$ cat config.mk
export PLATFORM = sky130hd
export DESIGN_NAME = avr_fetch_queue
export DESIGN_NICKNAME = d
export VERILOG_FILES = /design/src/rtl/avr_fetch_queue.sv
export SDC_FILE = /design/constraint.sdc
export NUM_CORES = 1
export LEC_CHECK = 0
export CAP_MARGIN = 0
export CORE_MARGIN = 2
export CORE_UTILIZATION = 45
export CTS_CLUSTER_DIAMETER = 80
export DETAILED_ROUTE_END_ITERATION = 16
export PLACE_DENSITY = 0.68
export SKIP_CTS_REPAIR_TIMING = 1
export SLEW_MARGIN = 20
export SYNTH_ARGS = -nofsm -noshare
export SYNTH_HDL_FRONTEND = slang
export SYNTH_SLANG_ARGS = --single-unit
export TNS_END_PERCENT = 100
$ cat constraint.sdc
create_clock -name CLK -period 6.3 [get_ports CLK]
set_input_delay 1.575 -clock CLK [delete_from_list [all_inputs] [get_ports CLK]]
set_output_delay 1.575 -clock CLK [all_outputs]
set_load 0.005 [all_outputs]
$ cat src/rtl/avr_fetch_queue.sv
// avr_fetch_queue: prefetching instruction queue between synchronous program
// memory and the AVR decoder. It tags every word with its word address, and it
// presents 32-bit instructions (LDS/STS/JMP/CALL) as one unit with their
// second word. An absolute redirect flushes the queue and restarts fetch.
module avr_fetch_queue #(
    parameter int              PC_W       = 16,
    parameter int              QDEPTH     = 4,
    parameter logic [PC_W-1:0] RESET_PC   = '0,
    parameter bit              SWAP_BYTES = 1'b1
) (
    input  logic                        CLK,
    input  logic                        RST,
    output logic [PC_W-1:0]             prog_addr,
    output logic                        prog_en,
    input  logic [15:0]                 prog_data,
    input  logic                        redirect_valid,
    input  logic [PC_W-1:0]             redirect_target,
    output logic                        instr_valid,
    input  logic                        instr_ready,
    output logic [15:0]                 instr,
    output logic [15:0]                 instr_ext,
    output logic                        instr_is32,
    output logic [PC_W-1:0]             instr_pc,
    output logic [$clog2(QDEPTH):0]     q_count
);

    localparam int PTR_W = $clog2(QDEPTH);
    localparam int CNT_W = PTR_W + 1;
    localparam int LVL_W = CNT_W + 1;

    // Two-word AVR opcodes: LDS/STS (1001 00xd dddd 0000) and JMP/CALL (1001 010k kkkk 11xk).
    function automatic logic is_32bit(input logic [15:0] w);
        return ((w & 16'hFC0F) == 16'h9000) || ((w & 16'hFE0C) == 16'h940C);
    endfunction

    // Optional byte swap for little-endian flash images.
    function automatic logic [15:0] order_word(input logic [15:0] w);
        if (SWAP_BYTES) begin
            return {w[7:0], w[15:8]};
        end else begin
            return w;
        end
    endfunction

    logic [15:0]     q_word [QDEPTH];
    logic [PC_W-1:0] q_pc   [QDEPTH];

    logic [PTR_W-1:0] rd_ptr_r;
    logic [PTR_W-1:0] wr_ptr_r;
    logic [CNT_W-1:0] count_r;
    logic [PC_W-1:0]  fetch_pc_r;
    logic [PC_W-1:0]  inflight_pc_r;
    logic             inflight_r;
    logic             discard_r;

    logic [PTR_W-1:0] next_rd_s;
    logic [15:0]      head_word_s;
    logic [15:0]      ext_word_s;
    logic             head_is32_s;
    logic [LVL_W-1:0] level_s;
    logic             valid_s;
    logic             fetch_en_s;
    logic             push_s;
    logic             pop_s;
    logic [CNT_W-1:0] pop_n_s;

    // Head decode, occupancy accounting and handshake qualification.
    always_comb begin
        next_rd_s   = rd_ptr_r + PTR_W'(1);
        head_word_s = q_word[rd_ptr_r];
        ext_word_s  = q_word[next_rd_s];
        head_is32_s = is_32bit(head_word_s);
        // In-flight reads reserve a slot so the queue can never overflow.
        level_s     = LVL_W'(count_r) + LVL_W'(inflight_r);
        fetch_en_s  = !RST && !redirect_valid && (level_s < LVL_W'(QDEPTH));
        valid_s     = !RST && (((count_r >= CNT_W'(1)) && !head_is32_s) ||
                               ((count_r >= CNT_W'(2)) &&  head_is32_s));
        push_s      = inflight_r && !discard_r && !redirect_valid;
        pop_s       = valid_s && instr_ready && !redirect_valid;
        if (head_is32_s) begin
            pop_n_s = CNT_W'(2);
        end else begin
            pop_n_s = CNT_W'(1);
        end
    end

    // Presented instruction: zeroed whenever the head is not a complete instruction.
    always_comb begin
        prog_addr   = fetch_pc_r;
        prog_en     = fetch_en_s;
        instr_valid = valid_s;
        q_count     = count_r;
        instr       = 16'h0000;
        instr_ext   = 16'h0000;
        instr_is32  = 1'b0;
        instr_pc    = '0;
        if (valid_s) begin
            instr      = head_word_s;
            instr_pc   = q_pc[rd_ptr_r];
            instr_is32 = head_is32_s;
            if (head_is32_s) begin
                instr_ext = ext_word_s;
            end else begin
                instr_ext = 16'h0000;
            end
        end else begin
            instr = 16'h0000;
        end
    end

    // Queue storage: the returning read lands at the write pointer with its address.
    always_ff @(posedge CLK) begin
        if (push_s && !RST) begin
            q_word[wr_ptr_r] <= order_word(prog_data);
            q_pc[wr_ptr_r]   <= inflight_pc_r;
        end
    end

    // Control state: fetch PC, pointers, occupancy, in-flight and discard tracking.
    always_ff @(posedge CLK) begin
        if (RST) begin
            rd_ptr_r      <= '0;
            wr_ptr_r      <= '0;
            count_r       <= '0;
            fetch_pc_r    <= RESET_PC;
            inflight_pc_r <= '0;
            inflight_r    <= 1'b0;
            discard_r     <= 1'b0;
        end else if (redirect_valid) begin
            // Flush; a simultaneous pop is ignored and any read in flight is dropped.
            rd_ptr_r   <= '0;
            wr_ptr_r   <= '0;
            count_r    <= '0;
            fetch_pc_r <= redirect_target;
            inflight_r <= 1'b0;
            discard_r  <= inflight_r;
        end else begin
            discard_r  <= 1'b0;
            inflight_r <= fetch_en_s;
            if (fetch_en_s) begin
                fetch_pc_r    <= fetch_pc_r + PC_W'(1);
                inflight_pc_r <= fetch_pc_r;
            end
            if (push_s) begin
                wr_ptr_r <= wr_ptr_r + PTR_W'(1);
            end
            if (pop_s) begin
                rd_ptr_r <= rd_ptr_r + PTR_W'(pop_n_s);
                count_r  <= count_r + CNT_W'(push_s) - pop_n_s;
            end else begin
                count_r  <= count_r + CNT_W'(push_s);
            end
        end
    end

endmodule

### After elaboration in Yosys (flattened, before gate mapping)

Memory sizes are Yosys's and may differ from the RTL's. A register that Yosys moved wholly into a read port is not among the register bits.
Index checks and enable logic that the tools add are counted.

* register bits after elaboration: 41
* RAM bits: 128
* input bits: 36
* output and inout port bits: 70
* word-level logic and storage cells: 58
* memories: 2

* $add $sub $neg: 7
* $lt $le $gt $ge: 3
* equal/unequal tests: 2
* mux-type cells: 16
* bitwise logic cells: 1
* reductions and logical operators: 20

Memory list
* q_pc: depth 4, bits a word 16, read ports 1, clocked after Yosys merged registers in 1, wr ports 1, RTL line 46 `logic [PC_W-1:0] q_pc [QDEPTH];`
* q_word: depth 4, bits a word 16, read ports 2, clocked after Yosys merged registers in 1, wr ports 1, RTL line 45 `logic [15:0] q_word [QDEPTH];`

Operators with widths (number)
* $mux 16: 7
* $add 16x1->16 const B: 1
* $eq 10x10->1 const B: 1
* $logic_and 1x1->1: 10
* $mux 2: 5
* $eq 9x9->1 const B: 1
* $add 2x1->2 const B: 2
* $add 3x1->4: 1
* $logic_not 1->1: 4
* $lt 4x3->1 const B: 1
* $reduce_or 2->1: 2
* $add 3x1->3: 1
* $ge 3x1->1 const B: 1
* $ge 3x2->1 const B: 1
* $mux 1: 3
* $mux 3: 1
* $sub 3x2->3: 1
* $add 2x2->2: 1
* $logic_or 1x1->1: 2
* $reduce_and 2->1: 1
* $reduce_bool 2->1: 1
* $not 1->1: 1

### Longest topological paths before layout

Gate-level depths: netlist of the first run.

* depth in word-level cells: 10
* mapped depth: 12
* depth with buffers taken out: 9

### Worst setup path before layout of the first run

OpenSTA, ideal clock, no wires.

* kind: in2out
* from: input RST
* to: output prog_en
* arrival: 3.143 ns
* required time: 4.725 ns
* path slack: 1.582 ns
* cell stages on the path: 8
* path buffers: 5
* cell sequence: buf_2 or2_1 buf_2 a311o_1 buf_2 inv_1 buf_2 buf_1

* word-level cells in the longest chain between the ends: 3

RTL lines
* start, declared: RTL line 12 `input logic RST,`
* $logic_not 1->1: RTL line 75 `fetch_en_s = !RST && !redirect_valid && (level_s < LVL_W'(QDEPTH));`
* $logic_and 1x1->1 (2 in series): RTL line 75
* end, declared: RTL line 14 `output logic prog_en,`

Every way passes these cells.

==> results of run 1 <==
==> metal layers <==
layer / wire length (um) / share of wire [%] / vias up / GRT usage, %
li1: - / - / 2159 / -
met1: 7000 / 43 / 2361 / 25.1
met2: 8140 / 50 / 144 / 31.0
met3: 766 / 4.7 / 21 / 4.03
met4: 243 / 1.5 / 0 / 6.32
met5: 0 / 0 / - / 0
==> synth_stat cells (2+ instances only) <==
master | count | share of area (%)
nand4_1 | 4 | 0.33
mux4_2 | 47 | 14
a221oi_1 | 2 | 0.23
xnor2_1 | 2 | 0.23
nand2_1 | 44 | 2.2
buf_1 | 6 | 0.30
edfxtp_1 | 128 | 51
a22oi_1 | 3 | 0.30
nor2_1 | 30 | 1.5
and3_1 | 10 | 0.83
and2b_1 | 6 | 0.60
or2_1 | 2 | 0.17
mux2_2 | 2 | 0.30
nor3b_1 | 3 | 0.30
dfxtp_1 | 43 | 11
clkbuf_1 | 14 | 0.69
inv_1 | 22 | 1.1
nor2b_1 | 28 | 2.3
or4_1 | 2 | 0.20
ha_1 | 9 | 1.5
nand3b_1 | 6 | 0.60
o21ai_0 | 8 | 0.53
a21oi_1 | 37 | 2.4
buf_6 | 2 | 0.30
or3_1 | 2 | 0.17
nor2b_4 | 9 | 1.6
nand2b_1 | 4 | 0.33
buf_2 | 8 | 0.53
nor3_1 | 8 | 0.53
nand3_1 | 7 | 0.46
==> report_power, final <==
part | internal [W] | switching (W) | total, W
Combinational | 0.0000519 | 0.0000431 | 0.0000950
Clock | 0.000516 | 0.000429 | 0.000944
Sequential | 0.00122 | 0.0000156 | 0.00123
Total | 0.00179 | 0.000487 | 0.00227
==> cell type report <==
class / count / area [um2]
multi-input cells: 297 / 2620
well taps: 220 / 275
inverters: 22 / 82.6
clock inverters: 13 / 97.6
repair buffers: 118 / 1150
fillers: 1296 / 7150
clock buffers: 19 / 443
flip-flops and latches: 171 / 4710
==> sequential cells by signal, indices dropped and copies added, names as in the netlist, named ones only <==
register,flops
inflight_r,1
prog_addr,16
discard_r,1
q_count,3
wr_ptr_r,2
inflight_pc_r,16
q_word,64
rd_ptr_r,2
q_pc,64
==> metrics by stage <==
stage          total power [W]  instances  hold slack (ns)
6_report               0.00227        860            0.459
5_1_grt                0.00234        860            0.502
4_1_cts                0.00229        860            0.463
3_5_place_dp           0.00135        828            0.455
3_3_place_gp           0.00135        828            0.443
2_1_floorplan          0.00130        521            0.427
==> path summary, 6_finish.rpt <==
| kind | slack, ns | to | depth (start not counted) | start |
|---|---|---|---|---|
| max | 0.83 | instr_ext[2] | 7 | flop |
| min reg2reg | 0.46 | discard_r | 2 | inflight_r |
| min | 0.46 | discard_r | 2 | inflight_r |
| max reg2reg | 2.98 | q_count[2] | 9 | flop |
==> cells by family after synthesis <==
group / after synthesis / share of synthesized area, %
xor gates and xnor gates: 3 / 0.348
and+or+nand+nor: 170 / 12.8
muxes: 52 / 14.9
buffers and inverters: 53 / 3.18
DFF: 171 / 62.2
adders and majority gates: 10 / 1.75
AOI/OAI and AO/OA: 62 / 4.83
==> worst max-delay path: stages, from the launching register on <==
cell	delay, ns
dfxtp_2	0.50
mux4_2	0.59
or4_1	0.56
o21ai_2	0.22
and2_1	0.35
nand3b_4	0.39
and2b_1	0.34
clkdlybuf4s50_1	0.52
==> results.py, run 1 <==
metrics = {
    "run_status": {
        "status": "finished, final reports clean",
    },
    "final_layout": {
        "nNetsFinal": 673,
        "postLayoutCellArea_um2": 9370,
        "final_cell_mix": "edfxtp_1 (128), clkdlybuf4s50_1 (105), mux4_2 (47), nand2_1 (44), dfxtp_1 (41)",
        "syn_to_final_growth_pct": 23.9,
        "utilization_pct": 56.7,
        "layout_commonest_cell": "edfxtp_1",
        "drive_above_1_share_pct": 17.0,
        "diodes": 0,
    },
    "floorplanning": {
        "die-area_um2": 17900,
        "chipHeight_um": 134,
        "die_width_um": 134,
        "start_util_pct": 45.8,
        "row_count": 47,
        "coreArea_um2": 16500,
        "io_pins": 106,
    },
    "detailed_routing": {
        "routed_wl_um": 16100,
        "dr.pass1.iters": 5,
        "drt_iter0_drc": 407,
        "wl_per_cell_um": 18.8,
        "vias": 4685,
        "drc": 0,
        "antenna_left": 0,
        "via_per_inst": 5.45,
    },
    "critical_path": {
        "startpoint_type": "flop",
        "timing.critical_path.to_type": "output port",
        "worstPathRequired_ns": 4.72,
        "setup.worst_path.class": "reg -> out",
        "crit_fanout": 17,
        "crit_arrival_ns": 3.89,
    },
    "yosys": {
        "syn_nets": 567,
        "syn_area_um2": 7560,
        "synthDistinctLibCells": 53,
        "syn_area_per_cell_um2": 14.5,
        "synthFlopType": "edfxtp_1",
        "yosysWarnings": 0,
        "synth_edf_count": 128,
        "ys_seq_elements": 171,
        "async_reset_ff_share_pct": 0,
        "synthCells": 521,
        "synth_seq_area_share_pct": 62.2,
    },
    "timing": {
        "relSlewSlack_pct": 58.3,
        "tightest_slew_ns": 0.625,
        "fin_crit_sh_pct": 86.8,
        "fin_tns_setup_ns": 0,
        "fin_ws_ns": 0.832,
        "rsz0062_at_grt": "no",
        "setup_viol": 0,
        "maxSlewViolCount": 0,
        "min_period_ns": 5.47,
        "finClkSkew_ns": 0.00489,
        "fmax_ghz": 0.183,
        "hold_viol_final": 0,
    },
    "cts": {
        "cts_tree": "yes",
        "clockBufferDepth": 2,
        "cts_htree_levels": 4,
        "cts-root-buf": "clkbuf_16",
        "clk_pin_slew_ns": 0.06,
        "cts_sinks": 171,
        "cts_buffers": 17,
        "worst_skew_pair.late_latency_ns": 0.42,
    },
    "hold_path": {
        "hold_path.class": "reg -> reg",
    },
    "power": {
        "power.density_nw_per_um2": 243,
        "power.leakage_nw": 3.22,
        "peakVddDrop_mv": 0.210,
    },
    "global_routing": {
        "overflow": 0,
        "antenna_found_initial": 0,
        "grt_first_pass_wirelength_um": 25500,
        "grt_pass1_vias": 4724,
        "grt.total_usage_pct": 18.8,
        "grt_max_degree": 34,
    },
    "placement": {
        "gp_congestion": 0.808,
        "pre_cts_ws_ns": 1.21,
        "hpwl_um": 10500,
        "placed_area_um2": 8830,
        "placement.io_buffers": 105,
    },
    "run": {
        "cap_viol_max_count": 0,
    },
}
No activity file was read; power rests on OpenSTA's default activity.
==> run 2, diff against run 1 <==
--- a/config.mk
+++ b/config.mk
@@ -6,11 +6,9 @@
 export NUM_CORES = 1
 export LEC_CHECK = 0
 export CAP_MARGIN = 0
-export CORE_MARGIN = 2
-export CORE_UTILIZATION = 45
+export CORE_UTILIZATION = 40
 export CTS_CLUSTER_DIAMETER = 80
 export DETAILED_ROUTE_END_ITERATION = 16
-export PLACE_DENSITY = 0.68
 export SKIP_CTS_REPAIR_TIMING = 1
 export SLEW_MARGIN = 20
 export SYNTH_ARGS = -nofsm -noshare
==> results.py, run 2 (synthesis gave the netlist of run 1 again) <==
metrics = {
    "detailed_routing": {
        "vias": 4591,
        "drt_iter0_drc": 283,
        "via_per_inst": 5.28,
        "dr.pass1.iters": 4,
        "routed_wl_um": 16100,
        "wl_per_cell_um": 18.5,
        "drc": 0,
        "antenna_left": 0,
    },
    "global_routing": {
        "overflow": 0,
        "grt_max_degree": 36,
        "grt_util_met1_pct": 22.6,
        "grt_pass1_vias": 4627,
        "antenna_found_initial": 0,
        "grt.busiest_layer": "met2",
        "use_met2_pct": 29.2,
        "grt_first_pass_wirelength_um": 25400,
        "grt.total_usage_pct": 17.4,
        "use_met3_pct": 3.65,
    },
    "final_layout": {
        "largestRegisters": "q_pc (64), q_word (64)",
        "fillers": 1544,
        "syn_to_final_growth_pct": 25.1,
        "utilization_pct": 51.8,
        "final_cell_mix": "edfxtp_1 (128), clkdlybuf4s50_1 (105), mux4_2 (47), nand2_1 (44), dfxtp_1 (41)",
        "nNetsFinal": 674,
        "instances_no_fill": 870,
        "layout_commonest_cell": "edfxtp_1",
        "drive_above_1_share_pct": 16.7,
        "diodes": 0,
    },
    "critical_path": {
        "rrSetupSlack_ns": 2.97,
        "crit_fanout": 18,
        "path_cells": "mux4_2 -> or4_1 -> o21ai_2 -> a21boi_1 -> o21bai_2 -> buf_4 -> nor2b_1 -> clkdlybuf4s50_1",
        "critPathSlowestCell": "o21bai_2",
        "setup.worst_path.class": "reg -> out",
        "timing.critical_path.to_type": "output port",
        "startpoint_type": "flop",
        "worstPathRequired_ns": 4.72,
        "crit_arrival_ns": 4.07,
        "critPathMaxStageDelay_ns": 0.71,
    },
    "floorplanning": {
        "io_pins": 106,
        "die-area_um2": 19500,
        "row_count": 49,
        "chipHeight_um": 139,
        "die_width_um": 139,
        "coreArea_um2": 18300,
        "start_util_pct": 41.4,
    },
    "hold_path": {
        "hp-start": "inflight_r",
        "hold_path.class": "reg -> reg",
    },
    "cts": {
        "clockBufferDepth": 2,
        "clk_pin_slew_ns": 0.06,
        "cts_htree_levels": 4,
        "cts_sinks": 171,
        "cts_tree": "yes",
        "cts_buffers": 17,
        "worst_skew_pair.late_latency_ns": 0.42,
        "cts-root-buf": "clkbuf_16",
    },
    "timing": {
        "finClkSkew_ns": 0.00891,
        "min_period_ns": 5.64,
        "setup_viol": 0,
        "fmax_ghz": 0.177,
        "fin_crit_sh_pct": 89.5,
        "relSlewSlack_pct": 40.8,
        "hold_viol_final": 0,
        "tightest_slew_ns": 0.888,
        "fin_tns_setup_ns": 0,
        "fin_ws_ns": 0.659,
        "rsz0062_at_grt": "no",
        "maxSlewViolCount": 0,
    },
    "placement": {
        "gp_congestion": 0.734,
        "hpwl_um": 10800,
        "pre_cts_ws_ns": 1.05,
        "placement.io_buffers": 105,
        "dp_cells": 838,
    },
    "power": {
        "peakVddDrop_mv": 0.200,
        "power.leakage_nw": 3.26,
        "power_w": 0.00239,
        "power.density_nw_per_um2": 253,
    },
    "run": {
        "cap_viol_max_count": 0,
    },
    "run_status": {
        "status": "finished, final reports clean",
    },
}
==> run 2: cell count changes in the layout (fill, tap and decap cells not counted), sizes merged <==
cell,previous run,this run
bufinv,0,4
buf,13,14
clkbuf,19,21
clkinv,8,4
inv,23,24
clkinvlp,4,1
==> run 2: worst paths after layout <==
kind,to,depth (start not counted)
max,instr[4],8
min,discard_r,2
max reg2reg,q_count[1],8
min reg2reg,discard_r,2
==> run 2: routing by layer <==
layer  part of all wire, %  wire length [um]  vias up
met3                   4.1               656       10
li1                      -                 -     2167
met5                     0                 0        -
met1                    45              7170     2295
met4                  0.99               159        0
met2                    50              8120      119
==> run 2: per-stage QoR <==
step	instance area [um2]	hold slack [ns]
after CTS	9460	0.454
after detailed placement	8850	0.443
after global routing	9460	0.498
after floorplan	7560	0.427
after global placement	8850	0.443
final	9460	0.446
==> run 2: layout make-up <==
type	instances	area [um2]	share of cell area (%)
flip-flops and latches	171	4710	49.8
clock inverters	11	169	1.79
clock buffers	21	440	4.66
repair buffers	119	1160	12.2
inverters	22	82.6	0.873
multi-input cells	297	2620	27.7
well taps	229	287	3.03
==> run 2: power breakdown <==
| group | leakage, nW | switching, W | internal, W | total [W] |
|---|---|---|---|---|
| sequential | 1.61 | 0.0000159 | 0.00122 | 0.00123 |
| clock | 0.296 | 0.000401 | 0.000664 | 0.00107 |
| combinational | 1.35 | 0.0000429 | 0.0000519 | 0.0000948 |
==> run 2: worst max-delay path: cells and delay by family (launching register included) <==
kind            cells  cell delay (ns)
compound gates      3             1.07
mux                 1             0.43
flops               1             0.68
simple gates        2             0.62
buf+inv             2             0.83
==> run 3, diff against run 2 <==
==> constraint.sdc (replaced) <==
create_clock -name CLK -period 6.3 [get_ports CLK]
set_input_delay 1.575 -clock CLK [delete_from_list [all_inputs] [get_ports CLK]]
set_output_delay 1.575 -clock CLK [all_outputs]
set_load 0.02 [all_outputs]
==> results.py, run 3 (synthesis gave the netlist of run 1 again) <==
metrics = {
    "global_routing": {
        "grt_max_degree": 34,
        "overflow": 0,
        "grt_first_pass_wirelength_um": 26000,
        "grt_pass1_vias": 4765,
        "grt.total_usage_pct": 17.7,
        "antenna_found_initial": 0,
    },
    "critical_path": {
        "startpoint_type": "flop",
        "setup.worst_path.class": "reg -> out",
        "timing.critical_path.to_type": "output port",
        "critPathSlowestCell": "dfxtp_1",
        "crit_fanout": 18,
        "worstPathRequired_ns": 4.72,
        "crit_arrival_ns": 4.22,
        "critPathMaxStageDelay_ns": 0.73,
        "path_cells": "mux4_2 -> or4_1 -> o21ai_2 -> a21boi_1 -> o21bai_2 -> buf_4 -> nor2b_1 -> clkdlybuf4s50_1",
    },
    "run_status": {
        "status": "finished, final reports clean",
    },
    "timing": {
        "fin_tns_setup_ns": 0,
        "fin_crit_sh_pct": 92.1,
        "hold_viol_final": 0,
        "fmax_ghz": 0.172,
        "finClkSkew_ns": 0.00672,
        "maxSlewViolCount": 0,
        "rsz0062_at_grt": "no",
        "tightest_slew_ns": 0.848,
        "min_period_ns": 5.80,
        "setup_viol": 0,
        "relSlewSlack_pct": 43.4,
    },
    "run": {
        "cap_viol_max_count": 0,
    },
    "cts": {
        "cts-root-buf": "clkbuf_16",
        "cts_sinks": 171,
        "worst_skew_pair.late_latency_ns": 0.43,
        "cts_htree_levels": 4,
        "clockBufferDepth": 2,
        "clk_pin_slew_ns": 0.07,
        "cts_buffers": 17,
        "cts_tree": "yes",
    },
    "power": {
        "power_w": 0.00237,
        "power.leakage_nw": 3.27,
        "peakVddDrop_mv": 0.238,
        "power.density_nw_per_um2": 251,
    },
    "detailed_routing": {
        "vias": 4608,
        "dr.pass1.iters": 5,
        "routed_wl_um": 16200,
        "drt_iter0_drc": 284,
        "antenna_left": 0,
        "wl_per_cell_um": 18.6,
        "drc": 0,
        "via_per_inst": 5.28,
    },
    "floorplanning": {
        "chipHeight_um": 139,
        "start_util_pct": 41.4,
        "row_count": 49,
        "die_width_um": 139,
        "coreArea_um2": 18300,
        "io_pins": 106,
        "die-area_um2": 19500,
    },
    "final_layout": {
        "fillers": 1523,
        "drive_above_1_share_pct": 17.4,
        "diodes": 0,
        "nNetsFinal": 676,
        "final_cell_mix": "edfxtp_1 (128), clkdlybuf4s50_1 (105), mux4_2 (47), nand2_1 (44), dfxtp_1 (42)",
        "syn_to_final_growth_pct": 25.1,
        "layout_commonest_cell": "edfxtp_1",
        "largestRegisters": "q_pc (64), q_word (64)",
    },
    "hold_path": {
        "hp-start": "inflight_r",
        "hold_path.class": "reg -> reg",
    },
    "placement": {
        "placement.io_buffers": 105,
        "gp_congestion": 0.777,
        "hpwl_um": 10900,
    },
}
## run 3: report_power, final
group          internal [W]  switching (W)
clock network      0.000569       0.000463
registers           0.00122      0.0000159
logic             0.0000525      0.0000523
total               0.00184       0.000532
## run 3: final cells by class
cell class	instances	area (um2)	share of cell area (%)
Clock buffer	17	425	4.50
Clock inverter	15	170	1.80
Multi-Input combinational cell	297	2620	27.7
Inverter	22	82.6	0.873
Timing Repair Buffer	121	1170	12.4
Sequential cell	171	4710	49.7
Tap cell	229	287	3.03
## run 3: worst max-delay path, delay by kind of cell, from the launching register on
| kind | cells | cell delay (ns) |
|---|---|---|
| compound gates | 3 | 1.04 |
| flops | 1 | 0.73 |
| buf+inv | 2 | 0.93 |
| simple gates | 2 | 0.63 |
| mux | 1 | 0.45 |
## run 3: per-stage QoR
step	hold slack (ns)	area (um2)	utilization, %	setup WS [ns]	std cells
after floorplan	0.427	7560	-	1.46	521
after global placement	0.445	8860	48.5	0.911	840
after detailed placement	0.453	8860	48.5	0.872	840
after CTS	0.464	9460	51.8	0.425	872
after global routing	0.476	9460	51.8	0.266	872
final	0.458	9460	51.8	0.501	872
## run 3: worst paths after layout
path	endpoint	slack, ns	cells past startpoint
hold reg to reg	discard_r	0.46	2
hold / removal	discard_r	0.46	2
setup / recovery	instr[4]	0.50	8
setup reg to reg	q_count[1]	2.88	8
## run 3: layer usage
metal	global-route usage, %	routed length, um	vias up
met5	0	0	-
met1	23.4	7220	2300
met2	29.2	8050	121
met3	3.68	696	16
met4	5.79	227	0
li1	-	-	2171
